[src/rtl/shift_issue.sv]
// Issue controller for the MIX shift group: decodes and indexes the address, hands the
// operands to an external shift unit, waits for it with a timeout, then writes back.
module shift_issue #(
  parameter int TIMEOUT = 63
) (
  input  logic        clk,
  input  logic        reset,
  input  logic        go,
  input  logic [30:0] instr,
  input  logic [29:0] ra_in,
  input  logic [29:0] rx_in,
  output logic [2:0]  ri_sel,
  input  logic [12:0] ri_val,
  output logic        sh_start,
  output logic [2:0]  sh_field,
  output logic [11:0] sh_m,
  output logic [29:0] sh_a,
  output logic [29:0] sh_x,
  input  logic        sh_done,
  input  logic [59:0] sh_out,
  output logic        wa_en,
  output logic [29:0] wa,
  output logic        wx_en,
  output logic [29:0] wx,
  output logic        busy,
  output logic        done,
  output logic        err,
  output logic [1:0]  err_code
);

  // state  | meaning
  // IDLE   | waiting for go
  // IDX    | ri_val valid; decode checks and M = AA + rI
  // ISSUE  | sh_start pulse visible, operands held
  // WAIT   | waiting for sh_done, timeout down-counter running
  // WB     | writeback and done pulse visible
  typedef enum logic [2:0] {S_IDLE, S_IDX, S_ISSUE, S_WAIT, S_WB} state_t;

  localparam int CW = (TIMEOUT < 2) ? 1 : $clog2(TIMEOUT + 1);

  state_t      r_state;
  logic [30:0] r_instr;
  logic [29:0] r_a;
  logic [29:0] r_x;
  logic [CW-1:0] r_cnt;
  logic [2:0]  r_ri_sel;
  logic        r_sh_start;
  logic [2:0]  r_sh_field;
  logic [11:0] r_sh_m;
  logic [29:0] r_sh_a;
  logic [29:0] r_sh_x;
  logic        r_wa_en;
  logic [29:0] r_wa;
  logic        r_wx_en;
  logic [29:0] r_wx;
  logic        r_done;
  logic        r_err;
  logic [1:0]  r_err_code;

  logic [5:0]  w_c;
  logic [5:0]  w_f;
  logic [5:0]  w_i;
  logic        w_aa_s;
  logic [11:0] w_aa_m;
  logic        w_ri_s;
  logic [11:0] w_ri_m;
  logic [12:0] w_sum;
  logic        w_ge;
  logic [11:0] w_m_mag;
  logic        w_m_neg;
  logic        w_ovf;
  logic        w_bad;

  always_comb begin
    w_c     = r_instr[5:0];
    w_f     = r_instr[11:6];
    w_i     = r_instr[17:12];
    w_aa_s  = r_instr[30];
    w_aa_m  = r_instr[29:18];
    w_ri_s  = (w_i == 6'd0) ? 1'b0 : ri_val[12];
    w_ri_m  = (w_i == 6'd0) ? 12'd0 : ri_val[11:0];
    w_sum   = {1'b0, w_aa_m} + {1'b0, w_ri_m};
    w_ge    = (w_aa_m >= w_ri_m);
    w_m_mag = 12'd0;
    w_m_neg = 1'b0;
    w_ovf   = 1'b0;
    if (w_aa_s == w_ri_s) begin
      w_m_mag = w_sum[11:0];
      w_ovf   = w_sum[12];
      w_m_neg = w_aa_s && (w_sum[11:0] != 12'd0);
    end else begin
      w_m_mag = w_ge ? (w_aa_m - w_ri_m) : (w_ri_m - w_aa_m);
      // a zero difference is +0, so only a nonzero result can be negative
      w_m_neg = (w_ge ? w_aa_s : w_ri_s) && (w_m_mag != 12'd0);
    end
    w_bad = (w_c != 6'd6) || (w_f > 6'd5) || (w_i >= 6'd7);
  end

  always_ff @(posedge clk) begin
    if (reset) begin
      r_state    <= S_IDLE;
      r_instr    <= '0;
      r_a        <= '0;
      r_x        <= '0;
      r_cnt      <= '0;
      r_ri_sel   <= '0;
      r_sh_start <= 1'b0;
      r_sh_field <= '0;
      r_sh_m     <= '0;
      r_sh_a     <= '0;
      r_sh_x     <= '0;
      r_wa_en    <= 1'b0;
      r_wa       <= '0;
      r_wx_en    <= 1'b0;
      r_wx       <= '0;
      r_done     <= 1'b0;
      r_err      <= 1'b0;
      r_err_code <= '0;
    end else begin
      r_sh_start <= 1'b0;
      r_wa_en    <= 1'b0;
      r_wx_en    <= 1'b0;
      r_done     <= 1'b0;
      r_err      <= 1'b0;
      r_err_code <= '0;
      case (r_state)
        S_IDLE: begin
          if (go) begin
            r_instr  <= instr;
            r_a      <= ra_in;
            r_x      <= rx_in;
            r_ri_sel <= instr[14:12];
            r_state  <= S_IDX;
          end
        end
        S_IDX: begin
          if (w_bad) begin
            r_err      <= 1'b1;
            r_err_code <= 2'd1;
            r_state    <= S_IDLE;
          end else if (w_ovf) begin
            r_err      <= 1'b1;
            r_err_code <= 2'd3;
            r_state    <= S_IDLE;
          end else if (w_m_neg) begin
            r_err      <= 1'b1;
            r_err_code <= 2'd2;
            r_state    <= S_IDLE;
          end else begin
            r_sh_start <= 1'b1;
            r_sh_field <= w_f[2:0];
            r_sh_m     <= w_m_mag;
            r_sh_a     <= r_a;
            r_sh_x     <= r_x;
            r_state    <= S_ISSUE;
          end
        end
        S_ISSUE: begin
          r_cnt   <= CW'(TIMEOUT - 1);
          r_state <= S_WAIT;
        end
        S_WAIT: begin
          if (sh_done) begin
            r_wa_en <= 1'b1;
            r_wa    <= sh_out[59:30];
            // single-register shifts (F=0,1) leave rX untouched
            if (w_f >= 6'd2) begin
              r_wx_en <= 1'b1;
              r_wx    <= sh_out[29:0];
            end
            r_done  <= 1'b1;
            r_state <= S_WB;
          end else if (r_cnt == '0) begin
            r_err      <= 1'b1;
            r_err_code <= 2'd3;
            r_state    <= S_IDLE;
          end else begin
            r_cnt <= r_cnt - 1'b1;
          end
        end
        S_WB: begin
          r_state <= S_IDLE;
        end
        default: begin
          r_state <= S_IDLE;
        end
      endcase
    end
  end

  assign ri_sel   = r_ri_sel;
  assign sh_start = r_sh_start;
  assign sh_field = r_sh_field;
  assign sh_m     = r_sh_m;
  assign sh_a     = r_sh_a;
  assign sh_x     = r_sh_x;
  assign wa_en    = r_wa_en;
  assign wa       = r_wa;
  assign wx_en    = r_wx_en;
  assign wx       = r_wx;
  assign busy     = (r_state != S_IDLE);
  assign done     = r_done;
  assign err      = r_err;
  assign err_code = r_err_code;

endmodule
[config.mk]
export PLATFORM = sky130hd
export DESIGN_NAME = shift_issue
export DESIGN_NICKNAME = d
export VERILOG_FILES = /design/src/rtl/shift_issue.sv
export SDC_FILE = /design/constraint.sdc
export NUM_CORES = 1
export LEC_CHECK = 0
export ABC_AREA = 0
export BUFFER_PORTS_ARGS = -buffer_cell sky130_fd_sc_hd__buf_2
export CORE_ASPECT_RATIO = 0.6
export CORE_MARGIN = 2
export CORE_UTILIZATION = 25
export CTS_BUF_LIST = sky130_fd_sc_hd__clkbuf_4
export DETAILED_ROUTE_END_ITERATION = 16
export HOLD_SLACK_MARGIN = 0.05
export SLEW_MARGIN = 0
export SYNTH_ARGS = -nofsm -noshare
export SYNTH_HDL_FRONTEND = slang
export SYNTH_SLANG_ARGS = --single-unit
export TNS_END_PERCENT = 1
[constraint.sdc]
create_clock -name clk -period 4.35 [get_ports clk]
set_input_delay 0.2175 -clock clk [delete_from_list [all_inputs] [get_ports clk]]
set_output_delay 0.2175 -clock clk [all_outputs]
set_load 0.01 [all_outputs]
== After elaboration in Yosys (flattened, before gate mapping) ==
Cells that the tools add are included.

* $add $sub $neg: 4
* Multiply operators: 0
* Divide/modulo/power cells: 0
* Order comparisons: 4
* Equality and inequality tests: 9
* Shift-type cells: 0
* Multiplexer cells: 32
* Bitwise logic cells: 6
* Reductions and logical operators: 20

{| class="wikitable"
|+ Operator list
! kind !! number
|-
| $mux 12 || 3
|-
| $reduce_bool 12->1 || 2
|-
| $sub 12x12->12 || 2
|-
| $mux 2 || 8
|-
| $add 12x12->13 || 1
|-
| $ge 12x12->1 || 1
|-
| $logic_not 6->1 || 2
|-
| $mux 1 || 12
|-
| $mux 6 || 2
|-
| $pmux 3 s4 || 1
|-
| $pmux 6 s2 || 1
|-
| $mux 3 || 3
|-
| $eq 3x2->1 const B || 2
|-
| $ge 6x2->1 const B || 1
|-
| $ge 6x3->1 const B || 1
|-
| $gt 6x3->1 const B || 1
|-
| $ne 2x2->1 const B || 3
|-
| $ne 6x3->1 const B || 1
|-
| $not 1->1 || 6
|-
| $reduce_and 2->1 || 3
|-
| $reduce_and 3->1 || 2
|-
| $sub 6x1->6 const B || 1
|-
| $pmux 2 s2 || 1
|-
| $reduce_and 4->1 || 1
|-
| 12 further kinds || 14
|}

* Flip-flop bits (word level): 244
* Bits in latches: 0
* RAM bits: 0
* Memory bits (read-only): 0
* Output and inout bits: 146
* Memories kept: 0

== Logic depth before layout (Yosys ltp) ==
Gate-level depths: netlist of run 1.

* Depth in word-level cells: 11
* Mapped depth: 21

== Worst setup path after synthesis of run 1 ==
Ideal clock, no wire load.

* Path kind: register to register
* From: register r_instr[15]
* To: register r_sh_a[29], in the netlist sh_a[29]
* Setup time: 0.128 ns
* Arrival time: 3.819 ns
* Required time: 4.222 ns
* Slack: 0.404 ns
* Cell stages (with the launch flop): 21
* Path buffers: 4
* Period minus slack after synthesis: 3.946 ns
* Cell sequence: dfxtp_1 -> nor3_1 -> nand2_1 -> clkbuf_1 -> nand2_1 -> inv_1 -> ha_1 -> fa_1 -> nand2b_1 -> a21oi_1 -> o2111a_1 -> nor2_1 -> o31a_1 -> a32oi_1 -> o2111a_1 -> o211ai_2 -> buf_2 -> buf_6 -> buf_6 -> mux2i_1 -> nor2_1

* Word-level cells in the longest chain between the ends: 9
* Elaborated cells between the ends (all ways): 22

{| class="wikitable"
|+ Ends and longest elaborated chain
! item !! line !! source
|-
| start, declared || 42 || <nowiki>logic [30:0] r_instr;</nowiki>
|-
| start signal, assigned || 129 || <nowiki>r_instr <= instr;</nowiki>
|-
| $logic_not 6->1 || 80, 81 ||
|-
| $mux 12 || 81 || <nowiki>w_ri_m = (w_i == 6'd0) ? 12'd0 : ri_val[11:0];</nowiki>
|-
| $sub 12x12->12 or $ge 12x12->1 (tied branches) || 92, 83 ||
|-
| $mux 12 || 92 || <nowiki>w_m_mag = w_ge ? (w_aa_m - w_ri_m) : (w_ri_m - w_aa_m);</nowiki>
|-
| $reduce_bool 12->1 || 94 || <nowiki>w_m_neg = (w_ge ? w_aa_s : w_ri_s) && (w_m_mag != 12'd0);</nowiki>
|-
| $logic_and 1x1->1 || 94 ||
|-
| $mux 1 || 87 || <nowiki>if (w_aa_s == w_ri_s) begin</nowiki>
|-
| $not 1->1 (no source line) || - ||
|-
| $reduce_and 4->1 (no source line) * || - ||
|-
| end signal, assigned || 153 || <nowiki>r_sh_a <= r_a;</nowiki>
|-
| end, declared || 50 || <nowiki>logic [29:0] r_sh_a;</nowiki>
|}

Every way passes the cells marked *; elsewhere a longest branch is shown, timed or not.
A chain may end at the register's enable or synchronous reset.

== Worst setup path in the final report of run 1 ==
* From: register r_instr[12]
* To: register r_sh_m[0], in the netlist sh_m[0]

* Word-level cells in the longest chain between the ends: 9
* Elaborated cells between the ends (all ways): 23

{| class="wikitable"
|+ Ends and longest elaborated chain
! item !! line !! source
|-
| $logic_not 6->1 || 80, 81 ||
|-
| $mux 12 || 81 ||
|-
| $sub 12x12->12 or $ge 12x12->1 (tied branches) || 92, 83 ||
|-
| $mux 12 || 92 ||
|-
| $reduce_bool 12->1 || 94 ||
|-
| $logic_and 1x1->1 || 94 ||
|-
| $mux 1 || 87 ||
|-
| $not 1->1 (no source line) || - ||
|-
| $reduce_and 4->1 (no source line) || - ||
|-
| end signal, assigned || 152 || <nowiki>r_sh_m <= w_m_mag;</nowiki>
|-
| end, declared || 49 || <nowiki>logic [11:0] r_sh_m;</nowiki>
|}

Several ways; a longest one is shown, not always the timed one.

==> results by group, run 1 <==
Critical path
  – Setup CP Type: flip-flop to flip-flop
  – Max stage delay on crit path: 430 ps
  – Crit end category: flip-flop
  – Crit path max-delay family: compound AO/OA/AOI/OAI gates
  – Critical Path RT: 4980 ps
  – Crit path launch type: flip-flop
  – Arrival time at the worst endpoint: 4750 ps
  – CP cell instances: nor3_1 > nand2_1 > nand2_1 > inv_1 > ha_1 > fa_1 > nand2b_1 > a21oi_1 > buf_4 > o2111a_2 > nor2_1 > o31a_1 > a32oi_1 > o2111a_1 > o211ai_4 > buf_12 > buf_12 > or2_0 > a21oi_1
  – Reg2Reg Depth: 19
  – Sum of buffers and inverters on the critical path: 4
  – Slowest library cell on the worst path: fa_1
  – Critical-path maximum fanout: 31
  – Stages on worst setup path: 19

Global route
  – Vias in the first global route: 10600
  – Remaining Overflow, GRT: 0
  – Total track usage: 0.157
  – Largest net degree at the start of global routing: 128
  – Initial antenna violation count: 0
  – Global-route wire length before repair: 55800 um

Clock tree
  – CTS tree: built
  – Clock root buffer: clkbuf_4
  – TritonCTS buffer count: 61
  – H-tree depth: 2
  – Clock Latency Late Sink: 740 ps
  – Deepest clock path buffer count: 3
  – Clock slew at reported path FFs: 70 ps
  – Clk sinks: 241

Hold path
  – Hold path depth: 4
  – Min-Delay Path Class: primary input to flip-flop

Timing
  – Final setup violation count: 0
  – Pins over their slew limit: 0
  – Slew headroom: 0.241
  – Min Clock Period, post-route: 4120 ps
  – Worst setup margin: 228 ps
  – Setup Skew: 48.3 ps
  – Fin. Hold Viols: 0
  – Worst-Margin Slew: 1140 ps
  – Period utilization: 0.948
  – F_max: 243 MHz

Logic synthesis
  – Yosys top cell area share: 0.451
  – Yosys Warn Count: 0
  – Synthesized net count: 1533
  – Post-synth top area cell: dfxtp_1
  – Count of unique library cells instantiated by Yosys: 61
  – Avg Inst Size Synth: 8.07 um2
  – Ys async rst share: 0
  – Post-synth EDFFs: 0
  – Yosys reg bits: 241
  – Largest cells by area after synthesis: dfxtp_1 45%, nand2_1 12%, a21oi_1 9.1%, mux2i_1 7.9%, ha_1 4.2%
  – Cell count after synthesis: 1326
  – Post-Syn Area: 0.0107 mm2
  – Most used flip-flop cell after synthesis: dfxtp_1
  – Sequential fraction of the synthesis area: 0.451

Route
  – Final wirelength: 36700 um
  – Routed vias/inst: 4.49
  – Remaining DRCs: 0
  – Final ANT Viol Nets: 0
  – DR pass1 iterations: 5
  – Initial DRC count: 767
  – WL per Instance: 15.2 um
  – Via count: 10900

Die
  – Die X: 271 um
  – Initial Utilization: 0.254
  – Core Area: 0.0421 mm2
  – IO Pins: 314
  – Die ar.: 0.0446 mm2
  – Row Count: 58
  – Die H: 164 um

Placement
  – Dpl hpwl: 24400 um
  – GPL Wtd Cong: 0.922
  – Worst slack, placed: 23.5 ps
  – Count of input and output buffers: 313

Final layout
  – Final core utilization: 0.364
  – Share of cells above drive strength 1: 0.254
  – Diodes inserted: 0
  – Filler cells: 4321
  – Syn-to-layout area delta: 43.3%
  – Final #Nets: 2015

Flow run
  – Max Cap Violations: 0

Run status
  – Status: completed

Power
  – P_leak: 0.00731 uW
  – Worst IR Drop VDD: 0.207 mV
  – Pwr Density: 336 mW/mm2
metrics by stage:
stage | hold WS (ps) | cells | instance area, um2 | setup TNS, ps | power (uW)
after floorplan | 353 | 1326 | 10700 | 0 | 2900
after global placement | 438 | 2153 | 12900 | 0 | 3220
after detailed placement | 444 | 2153 | 12900 | 0 | 3230
after CTS | 174 | 2415 | 15200 | 0 | 5210
after global routing | 197 | 2417 | 15300 | -30.9 | 5460
final | 267 | 2417 | 15300 | 0 | 5150
worst paths after layout:
path | start | end | slack (ps)
max | r_instr[12] | sh_m[0] | 230
min | sh_out[20] | wx[20] | 270
max reg2reg | r_instr[12] | sh_m[0] | 230
min reg2reg | r_a[27] | r_a[27] | 450
tightest hold or removal path, delay by kind of cell:
| kind | cells | cell delay (ps) |
|---|---|---|
| AND/OR/NAND/NOR | 1 | 40 |
| AO/OA/AOI/OAI | 1 | 50 |
| buffers and inverters | 2 | 650 |
kinds of logic after synthesis:
| kind of cell | after synthesis | synth area share |
|---|---|---|
| AOI/OAI and AO/OA | 267 | 0.140 |
| and+or+nand+nor | 533 | 0.205 |
| buffers and inverters | 131 | 0.0525 |
| muxes | 87 | 0.0817 |
| adders and majority gates | 39 | 0.0477 |
| DFF | 241 | 0.451 |
| xor gates and xnor gates | 28 | 0.0229 |
area by class of cell:
| cell class | count | area (um2) | share of cell area |
|---|---|---|---|
| clock inverters | 18 | 80.1 | 0.00522 |
| repair buffers | 510 | 3520 | 0.230 |
| clock buffers | 84 | 631 | 0.0411 |
| well taps | 570 | 713 | 0.0465 |
| flip-flops and latches | 241 | 4820 | 0.314 |
| multi-input cells | 954 | 5420 | 0.353 |
| inverters | 40 | 150 | 0.00979 |
per-layer routing:
| metal | share of wire | vias up | GRT usage |
|---|---|---|---|
| met5 | 0 | - | 0 |
| met4 | 0.033 | 0 | 0.0629 |
| met3 | 0.079 | 68 | 0.0459 |
| met2 | 0.42 | 399 | 0.238 |
| met1 | 0.47 | 5005 | 0.209 |
| li1 | - | 5387 | - |
Yosys cell counts (2+ instances only):
cell type and instances:
nor4_1 6, nand2_1 347, clkbuf_1 70, and3_1 4
nor3_1 14, ha_1 36, dfxtp_1 241, inv_1 39
nand3_1 8, a21o_1 5, buf_4 8, a21oi_1 194
buf_6 4, xnor2_1 21, and2_1 3, o21a_1 6
xor2_1 7, nor2_1 110, mux2_2 3, nor3b_1 4
a31oi_1 5, a221oi_1 2, o31a_1 5, o311a_1 2
nor2b_1 8, nand2b_1 12, o2111a_1 3, or3_1 4
or2_2 2, a211oi_1 4, o21ai_0 24, buf_2 8
fa_1 3, mux2i_1 84, nand4_1 4
cells in the final DEF, fill, tap and decap left out, drive strengths merged, types with 21 or more instances in the layout:
master / synthesis / layout
clkbuf: 70 / 85
dlygate4sd3: 0 / 160
inv: 40 / 42
a21oi: 195 / 195
mux2i: 84 / 84
buf: 21 / 349
nor2: 110 / 110
dfxtp: 241 / 241
ha: 36 / 36
nand2: 347 / 347
o21ai: 25 / 25
xnor2: 21 / 21
state kept, by name, indices dropped and copies added (netlist names), 3 cells and up:
signal,flops
sh_field,3
sh_x,30
r_state,3
wa,30
sh_m,12
r_instr,31
sh_a,30
r_a,30
r_cnt,6
r_x,30
wx,30
power breakdown:
group / total (uW) / switching (uW) / leakage [uW] / internal (uW)
Clock: 1830 / 944 / 0.000426 / 887
Sequential: 2290 / 31.5 / 0.00196 / 2260
Combinational: 1040 / 568 / 0.00493 / 467
repair_timing:
item / 4_1_cts / 5_1_grt
hold buffers: 160 / 0
setup endpoints to repair: 4 / 76
pin swaps: 0 / 5
hold endpoints to repair: 179 / 0
resized for setup: 1 / 17
cloned: 0 / 1
buffers inserted: 0 / 1
(Power assumes the default switching activity.)
==> run 2: changes to the inputs <==
Settings changed: PLACE_DENSITY from default to 0.43.
==> results by group, run 2 (synthesis results as in run 1) <==
Run status
  – Status: completed (unchanged)

Clock tree
  – H-tree depth: 3 (was 2)
  – Clock slew at reported path FFs: 70 ps (about the same)
  – Clock root buffer: clkbuf_4 (unchanged)
  – Clk sinks: 241 (unchanged)
  – Clock Latency Late Sink: 710 ps (was 740 ps)
  – TritonCTS buffer count: 66 (was 61)
  – Deepest clock path buffer count: 3 (unchanged)
  – CTS tree: built (unchanged)

Critical path
  – Crit path max-delay family: simple AND/OR/NAND/NOR gates (was compound AO/OA/AOI/OAI gates)
  – Max stage delay on crit path: 380 ps (was 430 ps)
  – Critical-path maximum fanout: 16 (was 31)
  – CP cell instances: nor3_1 > nand2_1 > buf_6 > nand2_1 > inv_1 > ha_1 > a21oi_1 > o22ai_1 > and3_1 > nor3_4 > mux2i_1 > xnor2_1 > o2111a_2 > o211ai_4 > buf_12 > buf_12 > mux2i_1 > nor2_1 (was nor3_1 > nand2_1 > nand2_1 > inv_1 > ha_1 > fa_1 > nand2b_1 > a21oi_1 > buf_4 > o2111a_2 > nor2_1 > o31a_1 > a32oi_1 > o2111a_1 > o211ai_4 > buf_12 > buf_12 > or2_0 > a21oi_1)
  – Setup CP Type: flip-flop to flip-flop (unchanged)
  – Arrival time at the worst endpoint: 4680 ps (was 4750 ps)
  – Critical Path RT: 4880 ps (was 4980 ps)
  – Crit end category: flip-flop (unchanged)
  – Sum of buffers and inverters on the critical path: 4 (unchanged)
  – Crit path launch type: flip-flop (unchanged)
  – Slowest library cell on the worst path: ha_1 (was fa_1)

Timing
  – Min Clock Period, post-route: 4160 ps (was 4120 ps)
  – Pins over their slew limit: 0 (unchanged)
  – Slew headroom: 0.244 (was 0.241)
  – Fin. Hold Viols: 0 (unchanged)
  – Worst-Margin Slew: 1130 ps (was 1140 ps)
  – Final setup violation count: 0 (unchanged)
  – F_max: 241 MHz (was 243 MHz)
  – Period utilization: 0.955 (was 0.948)
  – Final setup TNS: 0 ps (unchanged)
  – Setup Skew: 50.1 ps (was 48.3 ps)
  – RSZ-0062 raised after global routing: no

Power
  – P_leak: 0.00744 uW (was 0.00731 uW)
  – Worst IR Drop VDD: 0.175 mV (was 0.207 mV)
  – Pwr Density: 350 mW/mm2 (was 336 mW/mm2)

Global route
  – GR Layer Usage met1: 0.220 (was 0.209)
  – Met2 GRT Util: 0.233 (was 0.238)
  – Initial antenna violation count: 1 (was 0)
  – Vias in the first global route: 10200 (was 10600)
  – Grt met3 use: 0.0542 (was 0.0459)
  – Largest net degree at the start of global routing: 107 (was 128)
  – Remaining Overflow, GRT: 0 (unchanged)
  – Total track usage: 0.161 (was 0.157)
  – GR peak layer: met2 (unchanged)
  – Global-route wire length before repair: 56300 um (was 55800 um)

Route
  – Routed vias/inst: 4.39 (was 4.49)
  – DR pass1 iterations: 5 (unchanged)
  – Final ANT Viol Nets: 0 (unchanged)
  – Remaining DRCs: 0 (unchanged)
  – Final wirelength: 37800 um (was 36700 um)
  – Via count: 10700 (was 10900)
  – Initial DRC count: 607 (was 767)
  – WL per Instance: 15.5 um (was 15.2 um)

Final layout
  – Final #Nets: 2033 (was 2015)
  – Commonest non-fill, non-tap cell in the layout: nand2_1 (unchanged)
  – Most frequent cells in the layout: 345 x nand2_1, 312 x buf_2, 241 x dfxtp_1, 192 x a21oi_1, 161 x dlygate4sd3_1 (was 346 x nand2_1, 312 x buf_2, 241 x dfxtp_1, 191 x a21oi_1, 160 x dlygate4sd3_1)
  – Syn-to-layout area delta: 45.4% (was 43.3%)
  – Max reg flops: 31 (unchanged)
  – Top reg by flops: r_instr (unchanged)
  – Finished Cell Area: 0.0156 mm2 (was 0.0153 mm2)
  – Filler cells: 4535 (was 4321)
  – Share of cells above drive strength 1: 0.264 (was 0.254)

Placement
  – Count of input and output buffers: 313 (unchanged)
  – Placed cell areas: 0.0130 mm2 (was 0.0129 mm2)
  – GPL Wtd Cong: 0.872 (was 0.922)
  – Dpl hpwl: 25600 um (was 24400 um)

Die
  – Die X: 271 um (unchanged)
  – Row Count: 58 (unchanged)
  – Die H: 164 um (unchanged)
  – IO Pins: 314 (unchanged)
  – Die ar.: 0.0446 mm2 (unchanged)
  – Core Area: 0.0421 mm2 (unchanged)
  – Initial Utilization: 0.254 (unchanged)

Hold path
  – Min-Delay Path Class: primary input to flip-flop (unchanged)

Flow run
  – Max Cap Violations: 0 (unchanged)
[run 2: per-layer routing]
metal	up-vias	part of all wire	wire, um
met4	0	0.025	944
li1	5428	-	-
met2	336	0.42	15800
met5	-	0	0
met3	59	0.075	2830
met1	4880	0.48	18200
[run 2: where the power goes]
| group | total [uW] | internal [uW] | switching, uW |
|---|---|---|---|
| Sequential | 2290 | 2260 | 31.0 |
| Clock | 2100 | 1100 | 1000 |
| Combinational | 1060 | 480 | 577 |
[run 2: path summary, 6_finish.rpt]
check	end	slack [ps]	start	cells after the start
worst max-delay path	sh_m[3]	190	r_instr[15]	18
worst min-delay path	r_x[29]	260	go	4
worst max register to register	sh_m[3]	190	r_instr[15]	18
worst min register to register	wa[17]	450	wa[17]	2
[run 2: repair_timing]
item / in CTS / in global routing
setup buffers: 0 / 1
hold endpoints to repair: 187 / 0
hold buffers: 161 / 0
endpoints found under the setup margin: 0 / 71
gates resized for setup: 0 / 18
[run 2: final cells by class]
cell class / instances / area [um2] / share of cell area
repair buffers: 523 / 3650 / 0.234
clock inverters: 17 / 140 / 0.00900
flip-flops and latches: 241 / 4820 / 0.310
clock buffers: 92 / 691 / 0.0444
inverters: 40 / 150 / 0.00964
diodes: 3 / 7.51 / 0.000482
well taps: 570 / 713 / 0.0458
multi-input cells: 954 / 5400 / 0.347
[run 2: stage by stage]
stage,cells,util,total power (uW),setup slack (ps),hold slack (ps)
after global placement,2164,0.309,3250,190,439
after CTS,2434,0.367,5550,55.2,130
after floorplan,1326,-,2900,404,353
after global routing,2440,0.370,5800,0.834,199
after detailed placement,2164,0.309,3250,59.2,444
final,2440,0.370,5450,194,262
[run 2: worst reg2reg max path, delay by kind of cell, from the launching register on]
kind | cells | cell delay, ps
compound gates | 4 | 900
xor+xnor | 1 | 130
fa+ha+maj | 1 | 380
buf+inv | 4 | 640
flops | 1 | 310
mux | 2 | 510
simple gates | 6 | 1130
